File: src/rtl/y86_stage_sequencer_if.sv
// Stage-sequencer bus: the start pulse, fetch/execute/memory status flowing in,
// and the per-stage strobes, processor status and counters flowing out.
// The master side is the sequencer; the slave side is the datapath/environment.
interface y86_stage_sequencer_if #(
    parameter int CNT_W = 32
) ();
    logic             start;
    logic [3:0]       icode;
    logic             invalid_instr;
    logic             imem_error;
    logic             dmem_error;
    logic             mem_ack;
    logic             cnd;
    logic             fetch_en;
    logic             decode_en;
    logic             exec_en;
    logic             cc_we;
    logic             mem_req;
    logic             wb_en;
    logic             pc_en;
    logic [2:0]       stat;
    logic             busy;
    logic             halted;
    logic [CNT_W-1:0] instr_count;
    logic [CNT_W-1:0] cycle_count;

    modport master (
        input  start, icode, invalid_instr, imem_error, dmem_error, mem_ack, cnd,
        output fetch_en, decode_en, exec_en, cc_we, mem_req, wb_en, pc_en,
        output stat, busy, halted, instr_count, cycle_count
    );

    modport slave (
        output start, icode, invalid_instr, imem_error, dmem_error, mem_ack, cnd,
        input  fetch_en, decode_en, exec_en, cc_we, mem_req, wb_en, pc_en,
        input  stat, busy, halted, instr_count, cycle_count
    );
endinterface

File: src/rtl/y86_stage_sequencer.sv
// Multi-cycle control FSM for the Y86-64 sequential datapath. Walks each
// instruction through FETCH, DECODE, EXECUTE, MEMORY, WRITEBACK and PCUPD,
// skipping stages the icode does not use, issuing a one-cycle strobe per
// stage, waiting on data memory with a timeout, and tracking processor status.
module y86_stage_sequencer #(
    parameter int CNT_W       = 32,
    parameter int MEM_TIMEOUT = 8
) (
    input  logic                  clk,
    input  logic                  rst_n,
    y86_stage_sequencer_if.master bus
);

    typedef enum logic [2:0] {
        S_IDLE      = 3'd0,
        S_FETCH     = 3'd1,
        S_DECODE    = 3'd2,
        S_EXECUTE   = 3'd3,
        S_MEMORY    = 3'd4,
        S_WRITEBACK = 3'd5,
        S_PCUPD     = 3'd6,
        S_HALT      = 3'd7
    } state_t;

    localparam logic [2:0]       STAT_AOK = 3'd1;
    localparam logic [2:0]       STAT_HLT = 3'd2;
    localparam logic [2:0]       STAT_ADR = 3'd3;
    localparam logic [2:0]       STAT_INS = 3'd4;
    localparam logic [7:0]       TMO_LAST = 8'(MEM_TIMEOUT - 1);
    localparam logic [CNT_W-1:0] CNT_ONE  = CNT_W'(1);
    localparam logic [CNT_W-1:0] CNT_MAX  = {CNT_W{1'b1}};

    // Instructions that touch data memory: rmmovq, mrmovq, call, ret, pushq, popq.
    function automatic logic uses_mem(input logic [3:0] ic);
        case (ic)
            4'h4, 4'h5, 4'h8, 4'h9, 4'hA, 4'hB: uses_mem = 1'b1;
            default:                            uses_mem = 1'b0;
        endcase
    endfunction

    // Instructions that go straight from EXECUTE to a register write: cmov, irmovq, OPq.
    function automatic logic uses_wb_only(input logic [3:0] ic);
        case (ic)
            4'h2, 4'h3, 4'h6: uses_wb_only = 1'b1;
            default:          uses_wb_only = 1'b0;
        endcase
    endfunction

    state_t           state_r;
    logic             fetch_en_r;
    logic             decode_en_r;
    logic             exec_en_r;
    logic             cc_we_r;
    logic             mem_req_r;
    logic             wb_phase_r;
    logic             pc_en_r;
    logic [2:0]       stat_r;
    logic             busy_r;
    logic             halted_r;
    logic [7:0]       tmo_r;
    logic [CNT_W-1:0] instr_count_r;
    logic [CNT_W-1:0] cycle_count_r;

    // Sequencer state, registered stage strobes, status and counters.
    always_ff @(posedge clk or negedge rst_n) begin
        if (!rst_n) begin
            state_r       <= S_IDLE;
            fetch_en_r    <= 1'b0;
            decode_en_r   <= 1'b0;
            exec_en_r     <= 1'b0;
            cc_we_r       <= 1'b0;
            mem_req_r     <= 1'b0;
            wb_phase_r    <= 1'b0;
            pc_en_r       <= 1'b0;
            stat_r        <= STAT_AOK;
            busy_r        <= 1'b0;
            halted_r      <= 1'b0;
            tmo_r         <= 8'd0;
            instr_count_r <= {CNT_W{1'b0}};
            cycle_count_r <= {CNT_W{1'b0}};
        end else begin
            // Strobes are one-cycle pulses; each transition re-arms only its target's strobe.
            fetch_en_r  <= 1'b0;
            decode_en_r <= 1'b0;
            exec_en_r   <= 1'b0;
            cc_we_r     <= 1'b0;
            mem_req_r   <= 1'b0;
            wb_phase_r  <= 1'b0;
            pc_en_r     <= 1'b0;

            if (busy_r && (cycle_count_r != CNT_MAX)) begin
                cycle_count_r <= cycle_count_r + CNT_ONE;
            end else begin
                cycle_count_r <= cycle_count_r;
            end

            case (state_r)
                S_IDLE: begin
                    if (bus.start) begin
                        state_r    <= S_FETCH;
                        fetch_en_r <= 1'b1;
                        busy_r     <= 1'b1;
                    end else begin
                        state_r <= S_IDLE;
                    end
                end
                S_FETCH: begin
                    if (bus.imem_error) begin
                        state_r  <= S_HALT;
                        stat_r   <= STAT_ADR;
                        busy_r   <= 1'b0;
                        halted_r <= 1'b1;
                    end else if (bus.invalid_instr) begin
                        state_r  <= S_HALT;
                        stat_r   <= STAT_INS;
                        busy_r   <= 1'b0;
                        halted_r <= 1'b1;
                    end else if (bus.icode == 4'h0) begin
                        state_r  <= S_HALT;
                        stat_r   <= STAT_HLT;
                        busy_r   <= 1'b0;
                        halted_r <= 1'b1;
                    end else begin
                        state_r     <= S_DECODE;
                        decode_en_r <= 1'b1;
                    end
                end
                S_DECODE: begin
                    state_r   <= S_EXECUTE;
                    exec_en_r <= 1'b1;
                    cc_we_r   <= (bus.icode == 4'h6);
                end
                S_EXECUTE: begin
                    if (uses_mem(bus.icode)) begin
                        state_r   <= S_MEMORY;
                        mem_req_r <= 1'b1;
                        tmo_r     <= 8'd0;
                    end else if (uses_wb_only(bus.icode)) begin
                        state_r    <= S_WRITEBACK;
                        wb_phase_r <= 1'b1;
                    end else begin
                        // nop and jXX (and anything unclassified) only update the PC.
                        state_r <= S_PCUPD;
                        pc_en_r <= 1'b1;
                    end
                end
                S_MEMORY: begin
                    // An ack always wins over a timeout landing in the same cycle.
                    if (bus.mem_ack) begin
                        if (bus.dmem_error) begin
                            state_r  <= S_HALT;
                            stat_r   <= STAT_ADR;
                            busy_r   <= 1'b0;
                            halted_r <= 1'b1;
                        end else if (bus.icode == 4'h4) begin
                            state_r <= S_PCUPD;
                            pc_en_r <= 1'b1;
                        end else begin
                            state_r    <= S_WRITEBACK;
                            wb_phase_r <= 1'b1;
                        end
                    end else if (tmo_r == TMO_LAST) begin
                        state_r  <= S_HALT;
                        stat_r   <= STAT_ADR;
                        busy_r   <= 1'b0;
                        halted_r <= 1'b1;
                    end else begin
                        state_r   <= S_MEMORY;
                        mem_req_r <= 1'b1;
                        tmo_r     <= tmo_r + 8'd1;
                    end
                end
                S_WRITEBACK: begin
                    state_r <= S_PCUPD;
                    pc_en_r <= 1'b1;
                end
                S_PCUPD: begin
                    state_r       <= S_FETCH;
                    fetch_en_r    <= 1'b1;
                    instr_count_r <= instr_count_r + CNT_ONE;
                end
                S_HALT: begin
                    state_r <= S_HALT;
                end
                default: begin
                    state_r  <= S_IDLE;
                    busy_r   <= 1'b0;
                    halted_r <= 1'b0;
                end
            endcase
        end
    end

    assign bus.fetch_en    = fetch_en_r;
    assign bus.decode_en   = decode_en_r;
    assign bus.exec_en     = exec_en_r;
    assign bus.cc_we       = cc_we_r;
    assign bus.mem_req     = mem_req_r;
    assign bus.pc_en       = pc_en_r;
    assign bus.stat        = stat_r;
    assign bus.busy        = busy_r;
    assign bus.halted      = halted_r;
    assign bus.instr_count = instr_count_r;
    assign bus.cycle_count = cycle_count_r;

    // cnd only becomes valid in the WRITEBACK cycle itself, so the cmov
    // qualification is applied to the registered WRITEBACK phase here.
    assign bus.wb_en = wb_phase_r & ((bus.icode != 4'h2) | bus.cnd);

endmodule

File: src/flat_wrapper.sv
// flat-port wrapper written by rule: the top's interface ports become plain ports
module y86_stage_sequencer_flat 
#(
    parameter int CNT_W       = 32,
    parameter int MEM_TIMEOUT = 8
)
  (clk, rst_n, bus_start, bus_icode, bus_invalid_instr, bus_imem_error, bus_dmem_error, bus_mem_ack, bus_cnd, bus_fetch_en, bus_decode_en, bus_exec_en, bus_cc_we, bus_mem_req, bus_wb_en, bus_pc_en, bus_stat, bus_busy, bus_halted, bus_instr_count, bus_cycle_count);
  y86_stage_sequencer_if #(.CNT_W(CNT_W)) bus_i ();
  input  logic clk;
  input  logic rst_n;
  input wire logic [$bits(bus_i.start)-1:0] bus_start;
  input wire logic [$bits(bus_i.icode)-1:0] bus_icode;
  input wire logic [$bits(bus_i.invalid_instr)-1:0] bus_invalid_instr;
  input wire logic [$bits(bus_i.imem_error)-1:0] bus_imem_error;
  input wire logic [$bits(bus_i.dmem_error)-1:0] bus_dmem_error;
  input wire logic [$bits(bus_i.mem_ack)-1:0] bus_mem_ack;
  input wire logic [$bits(bus_i.cnd)-1:0] bus_cnd;
  output wire logic [$bits(bus_i.fetch_en)-1:0] bus_fetch_en;
  output wire logic [$bits(bus_i.decode_en)-1:0] bus_decode_en;
  output wire logic [$bits(bus_i.exec_en)-1:0] bus_exec_en;
  output wire logic [$bits(bus_i.cc_we)-1:0] bus_cc_we;
  output wire logic [$bits(bus_i.mem_req)-1:0] bus_mem_req;
  output wire logic [$bits(bus_i.wb_en)-1:0] bus_wb_en;
  output wire logic [$bits(bus_i.pc_en)-1:0] bus_pc_en;
  output wire logic [$bits(bus_i.stat)-1:0] bus_stat;
  output wire logic [$bits(bus_i.busy)-1:0] bus_busy;
  output wire logic [$bits(bus_i.halted)-1:0] bus_halted;
  output wire logic [$bits(bus_i.instr_count)-1:0] bus_instr_count;
  output wire logic [$bits(bus_i.cycle_count)-1:0] bus_cycle_count;
  assign bus_i.start = bus_start;
  assign bus_i.icode = bus_icode;
  assign bus_i.invalid_instr = bus_invalid_instr;
  assign bus_i.imem_error = bus_imem_error;
  assign bus_i.dmem_error = bus_dmem_error;
  assign bus_i.mem_ack = bus_mem_ack;
  assign bus_i.cnd = bus_cnd;
  assign bus_fetch_en = bus_i.fetch_en;
  assign bus_decode_en = bus_i.decode_en;
  assign bus_exec_en = bus_i.exec_en;
  assign bus_cc_we = bus_i.cc_we;
  assign bus_mem_req = bus_i.mem_req;
  assign bus_wb_en = bus_i.wb_en;
  assign bus_pc_en = bus_i.pc_en;
  assign bus_stat = bus_i.stat;
  assign bus_busy = bus_i.busy;
  assign bus_halted = bus_i.halted;
  assign bus_instr_count = bus_i.instr_count;
  assign bus_cycle_count = bus_i.cycle_count;
  y86_stage_sequencer #(.CNT_W(CNT_W), .MEM_TIMEOUT(MEM_TIMEOUT)) u_core (.clk(clk), .rst_n(rst_n), .bus(bus_i));
endmodule
File: config.mk
export PLATFORM = sky130hd
export DESIGN_NAME = y86_stage_sequencer_flat
export DESIGN_NICKNAME = d
export VERILOG_FILES = /design/src/rtl/y86_stage_sequencer_if.sv /design/src/rtl/y86_stage_sequencer.sv /design/src/flat_wrapper.sv
export SDC_FILE = /design/constraint.sdc
export NUM_CORES = 1
export LEC_CHECK = 0
export CORE_ASPECT_RATIO = 0.75
export CORE_MARGIN = 4
export CORE_UTILIZATION = 55
export CTS_CLUSTER_DIAMETER = 60
export DETAILED_ROUTE_END_ITERATION = 12
export PLACE_DENSITY_LB_ADDON = 0.05
export SLEW_MARGIN = 0
export SYNTH_ARGS = -nofsm -noshare
export SYNTH_HDL_FRONTEND = slang
export SYNTH_SLANG_ARGS = --single-unit
File: constraint.sdc
create_clock -name clk -period 3.4 [get_ports clk]
set_input_delay 0.51 -clock clk [delete_from_list [all_inputs] [get_ports clk]]
set_output_delay 0.51 -clock clk [all_outputs]
set_load 0.1 [all_outputs]
### After elaboration in Yosys (flattened, before gate mapping)

Index checks and enable logic that the tools add are counted.
W data, S select, Z words.

| storage, ports and cells | value |
|---|---|
| input bits | 12 |
| flip-flop bits (word level) | 87 |
| word-level logic and storage cells | 122 |

| operators by class | value |
|---|---|
| reductions and logical operators | 11 |
| add/sub/neg operators | 3 |
| equality and inequality tests | 26 |
| bitwise logic cells | 2 |
| mux-type cells | 66 |

Operators with widths:

| kind | count |
|---|---|
| $add A32 B1 Y32 const B | 2 |
| $mux W1 | 39 |
| $mux W3 | 12 |
| $ne A32 B32 Y1 const B | 1 |
| $mux W8 | 3 |
| $pmux W3 S8 | 1 |
| $eq A4 B4 Y1 const B | 4 |
| $pmux W8 S2 | 1 |
| $eq A3 B3 Y1 const B | 4 |
| $eq A4 B3 Y1 const B | 3 |
| $add A8 B1 Y8 const B | 1 |
| $eq A4 B2 Y1 const B | 2 |
| $eq A8 B3 Y1 const B | 1 |
| $pmux W1 S2 | 4 |
| $reduce_and A4 Y1 | 2 |
| $eq A3 B2 Y1 const B | 2 |
| $mux W2 | 3 |
| $ne A2 B2 Y1 const B | 3 |
| $pmux W1 S3 | 2 |
| $pmux W3 S2 | 1 |
| $reduce_or A6 Y1 | 1 |
| $reduce_and A5 Y1 | 1 |
| $logic_not A4 Y1 | 1 |
| $ne A4 B2 Y1 const B | 1 |
| 12 further kinds | 13 |

### Longest topological paths before layout

| depth | value |
|---|---|
| depth after elaboration | 9 |
| gate-level depth with buffers | 7 |

### Worst setup path before layout

Ideal clock, no wire load.

| timing path | value |
|---|---|
| kind | register to register |
| from | reg u_core.cycle_count_r[0] (netlist: u_core.bus.cycle_count[0]) |
| to | reg u_core.cycle_count_r[1] (netlist: u_core.bus.cycle_count[1]) |
| clock period less this slack | 2677 ps |
| arrival | 2550 ps |
| slack | 723 ps |
| path buffers | 0 |
| setup time | 127 ps |
| stages on the path, launching flop included | 6 |
| required time | 3273 ps |
| cell sequence | dfrtp_1 ha_1 nand2_1 or4_4 o31a_4 mux2_4 |

| between the ends | value |
|---|---|
| word-level cells in the longest chain between the ends | 2 |
| elaborated cells on any way between the ends | 3 |

RTL lines:

| item | line | text |
|---|---|---|
| start, declared | y86_stage_sequencer.sv:62 | `logic [CNT_W-1:0] cycle_count_r;` |
| start signal, assigned | y86_stage_sequencer.sv:80 | `cycle_count_r <= {CNT_W{1'b0}};` |
| start signal, assigned | y86_stage_sequencer.sv:92 | `cycle_count_r <= cycle_count_r + CNT_ONE;` |
| start signal, assigned | y86_stage_sequencer.sv:94 | `cycle_count_r <= cycle_count_r;` |
| parallel branches: the longest is 2 deep, another holds $add A32 B1 Y32 | -- |  |

Several ways; the timed one is not identified.
A chain may end at the register's enable or synchronous reset.

### Worst setup path after layout

| timing path | value |
|---|---|
| from | reg u_core.cycle_count_r[0] (netlist: u_core.bus.cycle_count[0]) |
| to | out bus_cycle_count[0] |

RTL lines:

| item | line | text |
|---|---|---|
| end, declared | flat_wrapper.sv:29 | `output wire logic [$bits(bus_i.cycle_count)-1:0] bus_cycle_count;` |

No word-level cell between the ends.

==> results.cfg <==
[route]
drt-total-wl_um = 9260
drtAntennaViolNets = 0
drt_pre_antenna_iters = 5
wire_per_inst_um = 15.4
route.detailed.drc = 0
drt_first_iter_violations = 207
via_count = 3332
vias_per_cell = 5.55

[power]
total_switching_power_mw = 1.41
p_seq_share_pct = 40.3
irDropWorstVdd_mv = 0.792
switching_share_pct = 43.0
static-leakage-power_nw = 2.41
total_internal_power_mw = 1.87
power_density_nw_per_um2 = 608
combinational_group_share_of_total_power_pct = 37.0
clkPwrFrac_pct = 22.7

[cts]
post_cts_resize_count = 0
worst_skew_pair.late_latency_ns = 0.35
cts_inserted_buffers = 9
clock_tree.root_cell = clkbuf_8
buffers_inserted_during_post_cts_setup_optimization = 0
clkSlewWorstSetupHoldPaths_ns = 0.08
clk_path_buf_depth = 2
cts_hold_repair.buffers = 0
cts.sink_count = 87
tritoncts = yes
ctsHtreeMaxLevel = 3

[run_status]
run_status = finished clean

[synth]
netlist_area_um2 = 4250
yosys_most_used_dff = dfrtp_1
ys_warn_count = 0
async_flop_share_pct = 100
synth_edf_count = 0
yosys.cell_types.count = 61
syn-instance-count = 404
synth_area_per_cell_um2 = 10.5
syn_nets = 419
synth-seq-cells = 87
synth_seq_area_share_pct = 51.3

[grt]
grt_antenna_before_repair = 0
total_routing_usage_gr_pct = 22.0
grt_start_max_net_pins = 43
globalRouteOverflowTotal = 0
grt_first_pass_wirelength_um = 16200
first_global_vias = 3364

[placement]
placement.cell_area_um2 = 5200
finalWeightedCongestion = 0.841
place.detailed.hpwl_um = 6950
port_buffers = 87
post-place-ws_ns = 0.781

[cells_and_area]
layout.area.seq_um2 = 2180
final.fill_count = 571
postLayoutCellArea_um2 = 5410
area_growth_syn_to_layout_pct = 27.3
antenna-diode-count = 0
multi_input_comb_area_um2 = 1980
final_core_util_pct = 72.7
final_net_count = 511
drive_gt1_share_pct = 9.42

[hold_path]
min_path_type = in -> async

[floorplanning]
initial_utilization_pct = 57.1
core_area_um2 = 7430
die_footprint_um2 = 9210
die_w_um = 109
core.rowCount = 27
io-pin-count = 88
die_h_um = 84.1

[timing]
period_needed_ns = 2.54
timing.final.setup_violations = 0
max_clock_freq_ghz = 0.394
timing.setup.tns_ns = 0
postLayoutSetupSlackWorst_ns = 0.861
clock-skew-final_ns = 0.0109
worst_pin_slew_ns = 1.01
report.final.slew_viol_count = 0
finalHoldViolations = 0
grt_setup_unrepaired = no
relSlewSlack_pct = 32.4
min_period_over_period_pct = 74.7

[critical_path]
worst_ep_arrival_time_ns = 2.03
setup.worst_path.end_class = output port
cp_max_fo = 6
worstPathRequired_ns = 2.89
critical_path.max_stage_delay_ns = 1.19
crit_path_top_delay_cell = clkdlybuf4s50_1
start_kind = flip-flop
crit_family = buffers and inverters
crit_path_cell_trace = clkdlybuf4s50_1
criticalPathCategory = reg -> out
critical_path_buf_inv_count = 1

[run]
drv_cap = 0
[layout make-up]
| class | count | share of cell area [%] |
|---|---|---|
| clock inverter | 4 | 1.34 |
| inverter | 12 | 0.833 |
| timing repair buffer | 89 | 16.2 |
| clock buffer | 10 | 2.36 |
| sequential | 87 | 40.3 |
| tap | 101 | 2.34 |
| multi-input combinational | 297 | 36.7 |
[power by group through the flow]
stage | clock (mW) | combinational (mW) | sequential (mW)
4_1_cts | 0.761 | 1.22 | 1.33
3_3_place_gp | 0 | 1.21 | 1.34
5_1_grt | 0.806 | 1.28 | 1.35
3_5_place_dp | 0 | 1.22 | 1.34
6_report | 0.746 | 1.22 | 1.33
2_1_floorplan | 0 | 0.331 | 1.93
[flip-flops by register name, indices dropped and copies added, names as in the netlist]
signal and flops:
u_core.bus.cc_we 1, u_core.bus.busy 1, u_core.state_r 3, u_core.bus.cycle_count 32
u_core.bus.mem_req 1, u_core.bus.exec_en 1, u_core.bus.halted 1, u_core.bus.stat 3
u_core.tmo_r 8, u_core.bus.pc_en 1, u_core.bus.instr_count 32, u_core.bus.decode_en 1
u_core.bus.fetch_en 1, u_core.wb_phase_r 1
[cells in the final DEF (no fill, tap or decap), types with 4 or more instances in the layout]
cell / count
clkbuf_8: 9
and4_1: 8
nor2_1: 36
nor3_1: 17
a31oi_1: 4
nand4_1: 24
and3_1: 5
nand2_1: 46
inv_1: 12
xnor2_1: 28
o21ai_0: 5
mux2_2: 4
nand3_1: 15
and2_1: 7
dfrtp_1: 86
nand2b_1: 5
xor2_1: 32
buf_4: 7
a21oi_1: 6
clkdlybuf4s50_1: 82
[synthesized netlist by cell type (2+ instances only)]
| cell | count | share of area, % |
|---|---|---|
| a21boi_0 | 2 | 0.35 |
| a21oi_1 | 6 | 0.71 |
| a31oi_1 | 4 | 0.59 |
| and2_1 | 7 | 1.0 |
| and2_2 | 2 | 0.35 |
| and3_1 | 5 | 0.74 |
| and3_2 | 2 | 0.35 |
| and4_1 | 8 | 1.7 |
| buf_2 | 3 | 0.35 |
| clkbuf_1 | 3 | 0.27 |
| dfrtp_1 | 86 | 51 |
| ha_1 | 3 | 0.88 |
| inv_1 | 12 | 1.1 |
| mux2_2 | 4 | 1.1 |
| nand2_1 | 46 | 4.1 |
| nand2b_1 | 5 | 0.74 |
| nand3_1 | 15 | 1.8 |
| nand4_1 | 24 | 3.5 |
| nor2_1 | 36 | 3.2 |
| nor2b_1 | 2 | 0.29 |
| nor3_1 | 17 | 2.0 |
| nor3b_1 | 2 | 0.35 |
| nor4_1 | 3 | 0.44 |
| nor4b_1 | 2 | 0.41 |
| o211ai_1 | 2 | 0.35 |
| o21ai_0 | 5 | 0.59 |
| o22ai_1 | 2 | 0.29 |
| o31ai_1 | 2 | 0.35 |
| or2_2 | 3 | 0.44 |
| or3_1 | 2 | 0.29 |
| xnor2_1 | 28 | 5.8 |
| xor2_1 | 32 | 6.6 |
[per-layer routing]
layer / up-vias / GRT usage (%) / share of wire, % / routed length [um]
li1: 1606 / - / - / -
met1: 1605 / 31.8 / 47 / 4370
met2: 108 / 33.1 / 46 / 4270
met3: 13 / 5.49 / 5.6 / 516
met4: 0 / 5.89 / 1.0 / 97
met5: - / 0 / 0 / 0
[kinds of logic (layout without fill, tap and decap cells)]
family | after synthesis | after routing | synth area share (%)
AO/OA/AOI/OAI | 35 | 35 | 6.33
XOR/XNOR | 60 | 60 | 12.4
adder cells (fa/ha/maj) | 3 | 3 | 0.884
buffers and inverters | 20 | 115 | 2.03
flip-flops | 87 | 87 | 51.3
multiplexers | 6 | 6 | 1.65
AND/OR/NAND/NOR | 193 | 193 | 25.4
[worst paths after layout]
| check | from | to | slack (ns) | cells past startpoint |
|---|---|---|---|---|
| min | rst_n | u_core.bus.cycle_count[31] | 0.13 | 1 |
| max in group asynchronous | rst_n | u_core.bus.stat[0] | 2.49 | 2 |
| min reg2reg | u_core.bus.instr_count[31] | u_core.bus.instr_count[31] | 0.48 | 1 |
| min in group clk | u_core.bus.instr_count[31] | u_core.bus.instr_count[31] | 0.48 | 1 |
| max reg2reg | u_core.state_r[1] | u_core.bus.instr_count[25] | 1.14 | 5 |
| max | u_core.bus.cycle_count[0] | bus_cycle_count[0] | 0.86 | 1 |
[metrics by stage]
step                total power, mW  hold WS, ns  std cells
CTS                            3.31        0.146        600
finish                         3.29        0.134        600
global route                   3.44        0.167        600
detailed placement             2.56        0.474        586
floorplan                      2.26        0.214        404
global placement               2.55        0.459        586
Power figures use the tool's default switching activity.
